## config.mk

```make
export PLATFORM = sky130hd
export DESIGN_NAME = load_store_unit_flat
export DESIGN_NICKNAME = d
export VERILOG_FILES = /design/src/rtl/load_store_unit_if.sv /design/src/rtl/load_store_unit.sv /design/src/flat_wrapper.sv
export SDC_FILE = /design/constraint.sdc
export NUM_CORES = 1
export LEC_CHECK = 0
export CORE_AREA = 10 10 164 105
export DETAILED_ROUTE_END_ITERATION = 10
export DIE_AREA = 0 0 174 115
export PLACE_DENSITY = 0.73
export SYNTH_ARGS = -nofsm -noshare
export SYNTH_HDL_FRONTEND = slang
export SYNTH_SLANG_ARGS = --single-unit
```

## constraint.sdc

```tcl
create_clock -name clk -period 1.8 [get_ports clk]
set_input_delay 0.27 -clock clk [delete_from_list [all_inputs] [get_ports clk]]
set_output_delay 0.27 -clock clk [all_outputs]
set_load 0.02 [all_outputs]
```

## src/rtl/load_store_unit_if.sv

```systemverilog
// Word-wide memory bus between the load/store unit (master) and memory (slave).
// bus_req-style handshake: the master raises req with a stable payload; the transfer completes on the edge where ack is high.
interface load_store_unit_if;
  logic        req;
  logic        we;
  logic [31:0] addr;
  logic [31:0] wdata;
  logic [3:0]  wstrb;
  logic [31:0] rdata;
  logic        ack;

  modport master (output req, we, addr, wdata, wstrb, input rdata, ack);
  modport slave  (input req, we, addr, wdata, wstrb, output rdata, ack);
endinterface

```

## src/rtl/load_store_unit.sv

```systemverilog
// Single-request load/store unit: decodes RV32 loads/stores, runs one word bus transfer, extends the load result.
// Optional macro LSU_MISALIGN_TRAP_EN traps misaligned half/word accesses through an ERR state instead of the bus.
module load_store_unit #(
  parameter int unsigned TIMEOUT = 255
) (
  input  logic        clk,
  input  logic        rst,
  input  logic        start,
  input  logic [31:0] instr,
  input  logic [31:0] addr,
  input  logic [31:0] store_data,
  output logic        busy,
  output logic        done,
  output logic [31:0] load_data,
  output logic        misalign_err,
  output logic        bus_timeout,
  output logic [1:0]  state_dbg,
  load_store_unit_if.master bus
);

  localparam logic [1:0] ST_IDLE = 2'd0;
  localparam logic [1:0] ST_REQ  = 2'd1;
  localparam logic [1:0] ST_DONE = 2'd2;
`ifdef LSU_MISALIGN_TRAP_EN
  localparam logic [1:0] ST_ERR  = 2'd3;
`endif

  localparam logic [6:0] OP_LOAD  = 7'b0000011;
  localparam logic [6:0] OP_STORE = 7'b0100011;

  localparam int CW = $clog2(TIMEOUT + 1);
  localparam logic [CW-1:0] TMO_LAST = CW'(TIMEOUT - 1);

  logic [1:0]    state;
  logic [CW-1:0] wait_cnt;
  logic [2:0]    f3_q;
  logic [1:0]    off_q;
  logic          is_load_q;

  logic [6:0]  op;
  logic [2:0]  f3;
  logic        is_load;
  logic        is_store;
  logic [3:0]  strb_n;
  logic [31:0] wdata_n;
  logic [7:0]  lane_byte;
  logic [15:0] lane_half;
  logic [31:0] ext;
  logic        unused_instr;

  assign op       = instr[6:0];
  assign f3       = instr[14:12];
  assign is_load  = (op == OP_LOAD)  && (f3 inside {3'b000, 3'b001, 3'b010, 3'b100, 3'b101});
  assign is_store = (op == OP_STORE) && (f3 inside {3'b000, 3'b001, 3'b010});
  assign unused_instr = &{1'b0, instr[31:15], instr[11:7]};

`ifdef LSU_MISALIGN_TRAP_EN
  logic misaligned;
  assign misaligned = ((f3[1:0] == 2'b01) && addr[0]) ||
                      ((f3[1:0] == 2'b10) && (addr[1:0] != 2'b00));
  assign misalign_err = (state == ST_ERR);
  assign done         = (state == ST_DONE) || (state == ST_ERR);
`else
  assign misalign_err = 1'b0;
  assign done         = (state == ST_DONE);
`endif

  assign busy      = (state != ST_IDLE);
  assign state_dbg = state;

  // Narrow stores replicate their data across all lanes; the strobe selects the lane.
  always_comb begin
    strb_n  = 4'b0000;
    wdata_n = 32'h0;
    if (is_store) begin
      case (f3[1:0])
        2'b00: begin
          strb_n  = 4'b0001 << addr[1:0];
          wdata_n = {4{store_data[7:0]}};
        end
        2'b01: begin
          strb_n  = addr[1] ? 4'b1100 : 4'b0011;
          wdata_n = {2{store_data[15:0]}};
        end
        default: begin
          strb_n  = 4'b1111;
          wdata_n = store_data;
        end
      endcase
    end
  end

  assign lane_byte = bus.rdata[{off_q, 3'b000} +: 8];
  assign lane_half = off_q[1] ? bus.rdata[31:16] : bus.rdata[15:0];

  always_comb begin
    case (f3_q)
      3'b000:  ext = {{24{lane_byte[7]}}, lane_byte};
      3'b001:  ext = {{16{lane_half[15]}}, lane_half};
      3'b100:  ext = {24'h0, lane_byte};
      3'b101:  ext = {16'h0, lane_half};
      default: ext = bus.rdata;
    endcase
  end

  always_ff @(posedge clk or negedge rst) begin
    if (!rst) begin
      state       <= ST_IDLE;
      wait_cnt    <= '0;
      f3_q        <= 3'b000;
      off_q       <= 2'b00;
      is_load_q   <= 1'b0;
      load_data   <= 32'h0;
      bus_timeout <= 1'b0;
      bus.req     <= 1'b0;
      bus.we      <= 1'b0;
      bus.addr    <= 32'h0;
      bus.wdata   <= 32'h0;
      bus.wstrb   <= 4'b0000;
    end else begin
      bus_timeout <= 1'b0;
      case (state)
        ST_IDLE: begin
          if (start) begin
            if (is_load || is_store) begin
`ifdef LSU_MISALIGN_TRAP_EN
              if (misaligned) begin
                state     <= ST_ERR;
                load_data <= 32'h0;
              end else
`endif
              begin
                state     <= ST_REQ;
                wait_cnt  <= '0;
                f3_q      <= f3;
                off_q     <= addr[1:0];
                is_load_q <= is_load;
                bus.req   <= 1'b1;
                bus.we    <= is_store;
                bus.addr  <= {addr[31:2], 2'b00};
                bus.wdata <= wdata_n;
                bus.wstrb <= strb_n;
              end
            end else begin
              state     <= ST_DONE;
              load_data <= 32'h0;
            end
          end
        end
        ST_REQ: begin
          if (bus.ack) begin
            bus.req   <= 1'b0;
            load_data <= is_load_q ? ext : 32'h0;
            state     <= ST_DONE;
          end else if (wait_cnt == TMO_LAST) begin
            bus.req     <= 1'b0;
            bus_timeout <= 1'b1;
            load_data   <= 32'h0;
            state       <= ST_DONE;
          end else begin
            wait_cnt <= wait_cnt + 1'b1;
          end
        end
        default: state <= ST_IDLE;
      endcase
    end
  end

endmodule
```

## src/flat_wrapper.sv

```systemverilog
// flat-port wrapper written by rule: the top's interface ports become plain ports
module load_store_unit_flat 
#(
  parameter int unsigned TIMEOUT = 255
)
  (clk, rst, start, instr, addr, store_data, busy, done, load_data, misalign_err, bus_timeout, state_dbg, bus_req, bus_we, bus_addr, bus_wdata, bus_wstrb, bus_rdata, bus_ack);
  load_store_unit_if bus_i ();
  input  logic clk;
  input  logic rst;
  input  logic start;
  input  logic [31:0] instr;
  input  logic [31:0] addr;
  input  logic [31:0] store_data;
  output logic busy;
  output logic done;
  output logic [31:0] load_data;
  output logic misalign_err;
  output logic bus_timeout;
  output logic [1:0] state_dbg;
  output wire logic [$bits(bus_i.req)-1:0] bus_req;
  output wire logic [$bits(bus_i.we)-1:0] bus_we;
  output wire logic [$bits(bus_i.addr)-1:0] bus_addr;
  output wire logic [$bits(bus_i.wdata)-1:0] bus_wdata;
  output wire logic [$bits(bus_i.wstrb)-1:0] bus_wstrb;
  input wire logic [$bits(bus_i.rdata)-1:0] bus_rdata;
  input wire logic [$bits(bus_i.ack)-1:0] bus_ack;
  assign bus_req = bus_i.req;
  assign bus_we = bus_i.we;
  assign bus_addr = bus_i.addr;
  assign bus_wdata = bus_i.wdata;
  assign bus_wstrb = bus_i.wstrb;
  assign bus_i.rdata = bus_rdata;
  assign bus_i.ack = bus_ack;
  load_store_unit #(.TIMEOUT(TIMEOUT)) u_core (.clk(clk), .rst(rst), .start(start), .instr(instr), .addr(addr), .store_data(store_data), .busy(busy), .done(done), .load_data(load_data), .misalign_err(misalign_err), .bus_timeout(bus_timeout), .state_dbg(state_dbg), .bus(bus_i));
endmodule
```

Word level (Yosys, flattened, before mapping)
Cells that the tools add are included.
{ "word_totals": {"ff_bits": 117, "out_inout_bits": 108, "word_cells": 81} }
{ "classes": {"n_shift": 2, "n_eq_ne": 19, "muxes": 31, "add_sub_neg": 1, "n_reduce_logical": 16} }
{ "op_table": {"columns": ["operator", "n"], "rows": [
  ["$mux 32", 6],
  ["$pmux 32 s2", 2],
  ["$pmux 32 s4", 1],
  ["$mux 8", 4],
  ["$shiftx 32x6->8", 1],
  ["$mux 16", 1],
  ["$pmux 8 s2", 1],
  ["$eq 3x3->1 const B", 4],
  ["$add 8x1->8 const B", 1],
  ["$eq 8x8->1 const B", 1],
  ["$mux 2", 4],
  ["$mux 4", 2],
  ["$ne 2x2->1 const B", 4],
  ["$pmux 4 s2", 1],
  ["$reduce_and 4->1", 2],
  ["$eq 7x2->1 const B", 1],
  ["$eq 7x6->1 const B", 1],
  ["$mux 1", 7],
  ["$eq 3x1->1 const B", 2],
  ["$logic_not 3->1", 2],
  ["$reduce_and 5->1", 1],
  ["$reduce_bool 5->1", 1],
  ["$eq 2x1->1 const B", 2],
  ["$logic_not 2->1", 2],
  ["other kinds (13)", 15]
]} }

Logic depth before layout (Yosys ltp)
Gate-level depths: netlist of the first run.
{ "logic_depth": {"depth_word": 7, "mapped_depth": 8} }

Least setup slack after synthesis of the first run
OpenSTA, ideal clock, no wires.
{ "synth_path": {"kind": "reg2reg", "start": "reg u_core.state[0], in the netlist u_core.state_dbg[0]", "end": "reg u_core.bus.addr[21]", "required_ps": 1683, "setup_ps": 117, "t_arrival_ps": 1871, "path_slack_ps": -188, "path_stages_with_launch": 9, "cell_sequence": "dfrtp_1 buf_2 or2_2 nor2_2 nand3_1 buf_2 buf_1 nand2_1 nand2_1"} }
{ "synth_between": {"elab_chain_cells": 2} }
{ "synth_lines": {"columns": ["item", "line", "text"], "rows": [
  ["start, declared", "load_store_unit.sv:34", "logic [1:0] state;"],
  ["start signal, assigned", "load_store_unit.sv:108", "state <= ST_IDLE;"],
  ["start signal, assigned", "load_store_unit.sv:133", "state <= ST_REQ;"],
  ["start signal, assigned", "load_store_unit.sv:145", "state <= ST_DONE;"],
  ["$logic_not 2->1", "load_store_unit.sv:122", "case (state)"],
  ["$reduce_and 3->1 (no line)", null, null],
  ["end, declared", "load_store_unit_if.sv:12", "modport master (output req, we, addr, wdata, wstrb, input rdata, ack);"]
]} }
No other way between the ends.
A chain may end at the register's enable or synchronous reset.

Worst setup path in the final report of the first run
{ "layout_path": {"start": "reg u_core.wait_cnt[0]", "end": "reg u_core.load_data[22]"} }
{ "layout_between": {"elab_chain_cells": 3} }
{ "layout_lines": {"columns": ["item", "line", "text"], "rows": [
  ["start, declared", "load_store_unit.sv:35", "logic [CW-1:0] wait_cnt;"],
  ["start signal, assigned", "load_store_unit.sv:161", "wait_cnt <= wait_cnt + 1'b1;"],
  ["$eq 8x8->1", "load_store_unit.sv:155", "end else if (wait_cnt == TMO_LAST) begin"],
  ["$ne 3x2->1 (no line)", null, null],
  ["$reduce_and 4->1 (no line)", null, null],
  ["end signal, assigned", "load_store_unit.sv:153", "load_data <= is_load_q ? ext : 32'h0;"],
  ["end, declared", "load_store_unit.sv:14", "output logic [31:0] load_data,"]
]} }
No other way between the ends.

==> results of run 1 <==
[metal layers]
| metal | track usage | up-vias |
|---|---|---|
| li1 | - | 2380 |
| met1 | 0.238 | 2465 |
| met2 | 0.294 | 206 |
| met3 | 0.0557 | 14 |
| met4 | 0.0420 | 0 |
| met5 | 0 | - |
[logic make-up after synthesis]
family	synth area share
simple gates	0.146
compound gates	0.188
flops	0.552
buf+inv	0.0375
mux	0.0708
fa+ha+maj	0.00472
other cells	0.000707
[worst paths after layout]
path | startpoint | endpoint | slack, ns | cells past startpoint
max | u_core.wait_cnt[0] | u_core.load_data[22] | -0.12 | 8
min | instr[14] | u_core.f3_q[2] | 0.39 | 5
max reg2reg | u_core.wait_cnt[0] | u_core.load_data[22] | -0.12 | 8
min reg2reg | u_core.bus.addr[18] | u_core.bus.addr[18] | 0.47 | 2
max in group asynchronous | rst | u_core.bus.addr[20] | 0.83 | 3
min in group asynchronous | rst | u_core.bus.wdata[21] | 0.50 | 3
[per-stage QoR]
stage	std cells	total power, uW	setup WS [ns]
2_1_floorplan	526	3220	-0.0168
3_3_place_gp	950	3840	-0.447
3_5_place_dp	950	3870	-0.509
4_1_cts	983	7450	-0.108
5_1_grt	989	7720	-0.169
6_report	989	7430	-0.123
[cell usage in the layout (no fill, tap or decap), types with 3 or more instances in the layout]
cell type,synthesis,layout
dfrtp_1,117,116
bufinv_16,0,4
buf_12,0,6
a21oi_2,0,5
o221ai_1,9,9
nand2b_1,4,4
clkinvlp_4,0,3
a221o_1,16,16
clkbuf_16,0,20
inv_1,11,10
conb_1,1,3
a2bb2oi_1,8,8
o21ai_0,38,38
mux2i_1,33,33
a21oi_1,23,18
o22ai_1,8,8
nand2_1,138,138
clkinv_2,0,4
nand4_1,3,3
dlymetal6s2s_1,0,5
clkdlybuf4s50_1,0,206
o2bb2ai_1,8,8
or2_4,1,3
nand3_1,4,3
a22o_1,16,16
or3_1,5,3
nor2_1,15,12
nor2_2,1,4
buf_4,3,43
[final cells by class]
class,count,area share
clock buffers,19,0.0501
clock inverters,13,0.0204
inverters,11,0.00467
flip-flops and latches,117,0.331
multi-input cells,363,0.261
well taps,198,0.0280
repair buffers,268,0.304
[timing repair]
item                       in CTS  in global routing
hold endpoints to repair       46                  0
buffers inserted                0                  3
hold buffers                    1                  0
setup endpoints to repair      21                 50
pin swaps                       0                 18
gates resized for setup         4                 26
gates cloned                    0                  3
[where the power goes]
part / switching [uW] / internal, uW
Clock: 1210 / 2350
Combinational: 530 / 566
Sequential: 57.1 / 2720
Total: 1800 / 5630
[worst reg2reg max path, cell delays in order (launching register included)]
cell       delay (ns)
dfrtp_1          0.39
inv_2            0.09
ha_4             0.12
and3_4           0.20
a21oi_2          0.06
or2_4            0.26
o31a_4           0.16
clkbuf_16        0.19
a221o_1          0.34
[flip-flops by register name (all words and copies together), names as in the netlist]
signal	cells
u_core.bus.wstrb	4
u_core.bus.req	1
u_core.state_dbg	2
u_core.bus.we	1
u_core.f3_q	3
u_core.wait_cnt	8
u_core.bus_timeout	1
u_core.is_load_q	1
u_core.off_q	2
u_core.load_data	32
u_core.bus.wdata	32
u_core.bus.addr	30
==> results.md, run 1 <==
- Slew headroom: 0.513
- Syn Std Cell Area: approximately 5300 sq um
- NumNets Final: 912
- DR top layer: met4
- WL final: approximately 19000 microns
- Maximum clock rate: 520 MHz
- Actual slew at the worst max-slew pin: between 0.7 and 0.8 ns
- Top delay family on crit path: compound AO/OA/AOI/OAI gates
- Worst Path Required: between 2 and 2.5 ns
- Register area share after synthesis: 0.552
- Post-synth top area share: 0.552
- CP peak stage delay: 0.39 ns
- Synth cell count leaders: 138 x nand2_1, 117 x dfrtp_1, 38 x o21ai_0
- Vias/cell: between 5 and 6
- Fraction of registers with async set/reset: 1.00
- Max_cap viols: 0
- Clock sink count: around 120
- Footprint of the multi-input gates: ~2300 sq um
- Synth area leader: dfrtp_1
- Die height: approximately 120 microns
- Iter 0 DRT Violations: 331
- DR WL met2: just over 9000 microns
- Row cnt: 34
- Initial core utilization: 0.373
- Flops & latches, synth: between 100 and 150
- Critical-path cell list: inv_2 -> ha_4 -> and3_4 -> a21oi_2 -> or2_4 -> o31a_4 -> clkbuf_16 -> a221o_1
- Critical Path Fanout Max: 8
- DR pass1 iterations: 5
- EDFF count, synth: 0
- P&R area growth vs syn: 66.8%
- Static Leakage: a little over 0.004 uW
- Crit path kind: reg -> reg
- Final hold slack: roughly 0.39 ns
- Post-layout min period: 1.92 ns
- Synth Instances: 524
- WL per Instance: between 15 and 20 microns
- Ports: 240
- PD cells: between 800 and 900 nW/um^2
- Tcrit/Tclk final: 1.07
- DP Area: approximately 8000 sq um
- Global-route wire length before repair: between 20000 and 30000 microns
- Synth unique cells: 44
- Filler cells: around 1200
- Final Hold Fails: 0
- CP max stage cell: dfrtp_1
- Failing checks: setup timing
- WL met3: around 1400 microns
- Reg area: about 2900 sq um
- Buf+Inv Stages, Crit Path: 2
- Vias in the first global route: between 5000 and 6000
- Grt total ovfl: 0
- Top-count cell post-synth: nand2_1
- Antenna-violating nets left: 0
- Crit path launch type: flip-flop
- Max-slew violation count: 0
- Synth area leaders: dfrtp_1 55%, nand2_1 9.8%, mux2i_1 6.2%, o21ai_0 3.6%, a221o_1 3.0%
- DRT met1 WL: approximately 8600 microns
- Synthesized area per cell: slightly above 10 sq um
- H-Tree Level Count: 4
- HPWL Detailed: ~14000 microns
- DR vias: 5065
- Die width: about 170 microns
- Core area: about 14000 sq um
- Hold WC Path Type: in -> reg
- Final setup fails: 25
- Die area: between 20000 and 25000 sq um
- Largest net degree at the start of global routing: about 120
- Clock-pin slew on the worst setup and hold paths: about 0.050 ns
- IO Port Bufs: about 210
- Total track usage: 0.183
- Clk_lat worst skew: ~0.4 ns
- Design area: 8840 sq um
- RSZ-0062 raised after global routing: yes
- DRC Markers: 0
- Root buffer cell: clkbuf_16
- Layout cells sized above 1: 0.149
- Initial antenna violation count: 0
- Setup TNS: -1.44 ns
- Post-Route Utilization: 0.622
- Outcome: finished, violations left
- Critical Path End Type: flip-flop
- Number of diodes: 0
- Clk buf depth: 2
- Gpl congestion: 0.906
- Synthesis Warnings: 0
- Maximum VDD drop: between 0.6 and 0.7 mV
- CTS tree: yes
- Clock Skews: between 0.007 and 0.008 ns
- Inserted Clock Buffers: 17
- Worst Path Arrival: ~2.2 ns
- Top_reg_cell synth: dfrtp_1
- Worst setup margin: -0.123 ns
Note: power is estimated with default switching activity, not from simulation.
==> inputs of run 2 (changes only) <==
--- a/config.mk
+++ b/config.mk
@@ -5,10 +5,12 @@
 export SDC_FILE = /design/constraint.sdc
 export NUM_CORES = 1
 export LEC_CHECK = 0
-export CORE_AREA = 10 10 164 105
+export CORE_AREA = 10 10 160 103
 export DETAILED_ROUTE_END_ITERATION = 10
-export DIE_AREA = 0 0 174 115
-export PLACE_DENSITY = 0.73
+export DIE_AREA = 0 0 170 113
+export DONT_BUFFER_PORTS = 1
+export PLACE_DENSITY = 0.52
 export SYNTH_ARGS = -nofsm -noshare
 export SYNTH_HDL_FRONTEND = slang
 export SYNTH_SLANG_ARGS = --single-unit
+export TNS_END_PERCENT = 1
==> results.md, run 2 (same netlist as run 1, synthesis figures left out) <==
- Outcome: finished, violations left
- Failing checks: hold timing, setup timing
- Antenna-violating nets left: 0 (unchanged)
- Largest registers: u_core.bus.wdata x32, u_core.load_data x32, u_core.bus.addr x30
- Maximum clock rate: 533 MHz (+2.4%)
- Setup WS pre-CTS: -0.154 ns (+0.355 ns)
- Global-route wire length before repair: 27500 microns (-6.9%)
- Ports: 240 (unchanged)
- Worst setup margin: -0.0774 ns (+0.0457 ns)
- Post-layout min period: 1.88 ns (-0.0457 ns)
- WL per Instance: 22.5 microns (+15%)
- Root buffer cell: clkbuf_16
- DR vias: 4370 (-14%)
- Tcrit/Tclk final: 1.04 (-0.0254)
- Static Leakage: 0.00338 uW (-17%)
- R2R Path Start: u_core.wait_cnt[0]
- Die height: 113 microns (-1.7%)
- Number of diodes: 0 (unchanged)
- Iter 0 DRT Violations: 363 (+9.7%)
- NumNets Final: 734 (-20%)
- Die area: 19200 sq um (-4.0%)
- Hold WC Path Type: in -> async
- Grt total ovfl: 0 (unchanged)
- Core area: 13400 sq um (-5.6%)
- Clk_lat worst skew: 0.41 ns (about the same)
- Capturing point of the worst reg2reg path: u_core.load_data[20]
- Total track usage: 0.183 (about the same)
- Most frequent cells in the layout: 138 x nand2_1, 116 x dfrtp_1, 50 x dlygate4sd3_1
- Layout cells sized above 1: 0.157 (+0.00743)
- Setup TNS: -0.798 ns (+0.644 ns)
- Critical Path End Type: flip-flop
- Vias in the first global route: 4581 (-12%)
- Most common cell after layout, fill and taps aside: nand2_1
- P&R area growth vs syn: 32.7%
- Initial core utilization: 0.395 (+0.0220)
- DRC Markers: 0 (unchanged)
- PD cells: 1030 nW/um^2 (+22%)
- Largest net degree at the start of global routing: 118 (unchanged)
- HPWL Detailed: 12200 microns (-16%)
- Worst Path Arrival: 2.15 ns (-0.05 ns)
- Gpl congestion: 0.811 (-10%)
- Vias/cell: 5.55 (+8.3%)
- Row cnt: 33 (-2.9%)
- Crit path launch type: flip-flop
- Reg2Reg Depth: 8 (unchanged)
- Clk buf depth: 2 (unchanged)
- Worst Path Required: 2.08 ns (about the same)
- H-Tree Level Count: 4 (unchanged)
- Maximum VDD drop: 0.483 mV (-20%)
- Post-Route Utilization: 0.524 (-0.0983)
- Crit path kind: reg -> reg
- Clock Skews: 0.0113 ns (+0.00354 ns)
- DR pass1 iterations: 5 (unchanged)
- WL final: 17700 microns (-8.2%)
- Inserted Clock Buffers: 17 (unchanged)
- Max-slew violation count: 0 (unchanged)
- Critical Path Fanout Max: 7 (-1)
- Slew headroom: 0.479 (-0.0349)
- Initial antenna violation count: 0 (unchanged)
- IO Port Bufs: 0 (-100%)
- Max_cap viols: 0 (unchanged)
- RSZ-0062 raised after global routing: yes
- Final hold slack: -0.442 ns (-0.837 ns)
- Clock-pin slew on the worst setup and hold paths: 0.06 ns (about the same)
- Clock sink count: 117 (unchanged)
- Die width: 170 microns (-2.3%)
- Worst setup path start: u_core.wait_cnt[0]
- Actual slew at the worst max-slew pin: 0.781 ns (+0.0522 ns)
- CTS tree: yes
- Final setup fails: 18 (-28%)
- Reg2Reg Setup Slack: -0.08 ns (+0.05 ns)
- Final Hold Fails: 117 (+117)
-- run 2: final cells by class --
| class | count | area, sq um |
|---|---|---|
| multi-input combinational | 363 | 2280 |
| timing repair buffer | 90 | 907 |
| fill | 1186 | 6380 |
| sequential | 117 | 2930 |
| clock inverter | 12 | 203 |
| clock buffer | 20 | 457 |
| inverter | 11 | 41.3 |
| tap | 175 | 219 |
-- run 2: timing repair --
action | in CTS | in global routing
endpoints found under the hold margin | 166 | 118
setup buffers | 3 | 1
pin swaps | 7 | 10
setup endpoints to repair | 21 | 43
hold buffers | 49 | 1
cloned | 2 | 0
gates resized for setup | 8 | 9
-- run 2: how the worst max path moves through the flow --
stage	to	slack (ns)	cells past startpoint
3_3_place_gp	u_core.load_data[16]	-0.10	4
2_1_floorplan	u_core.load_data[28]	-0.02	8
5_1_grt	u_core.load_data[27]	-0.13	7
3_5_place_dp	u_core.load_data[20]	-0.15	4
4_1_cts	u_core.load_data[20]	-0.09	8
6_report	u_core.load_data[20]	-0.08	8
-- run 2: stage by stage --
step,cells,total power (uW),area [sq um]
after detailed placement,700,3360,5710
final,788,7210,7030
after CTS,786,7270,6970
after global routing,788,7480,7030
after global placement,700,3340,5710
after floorplan,526,3220,5350
-- run 2: critical path, cell delays in order (launching register included) --
cell and delay (ns):
dfrtp_1 0.38, inv_2 0.08, ha_4 0.11, and3_4 0.20, a21oi_4 0.05, or2_4 0.25, o31a_4 0.17, buf_12 0.17
a221o_1 0.33
-- run 2: routing by layer --
metal	GRT usage	vias up	wire (microns)	part of all wire
met3	0.0941	15	2210	0.12
met4	0.0454	0	152	0.0086
met5	0	-	0	0
met1	0.229	2129	7560	0.43
met2	0.273	214	7790	0.44
li1	-	2012	-	-
-- run 2: where the power goes --
group / switching (uW) / internal [uW]
sequential: 161 / 2720
combinational: 264 / 304
clock: 1230 / 2530
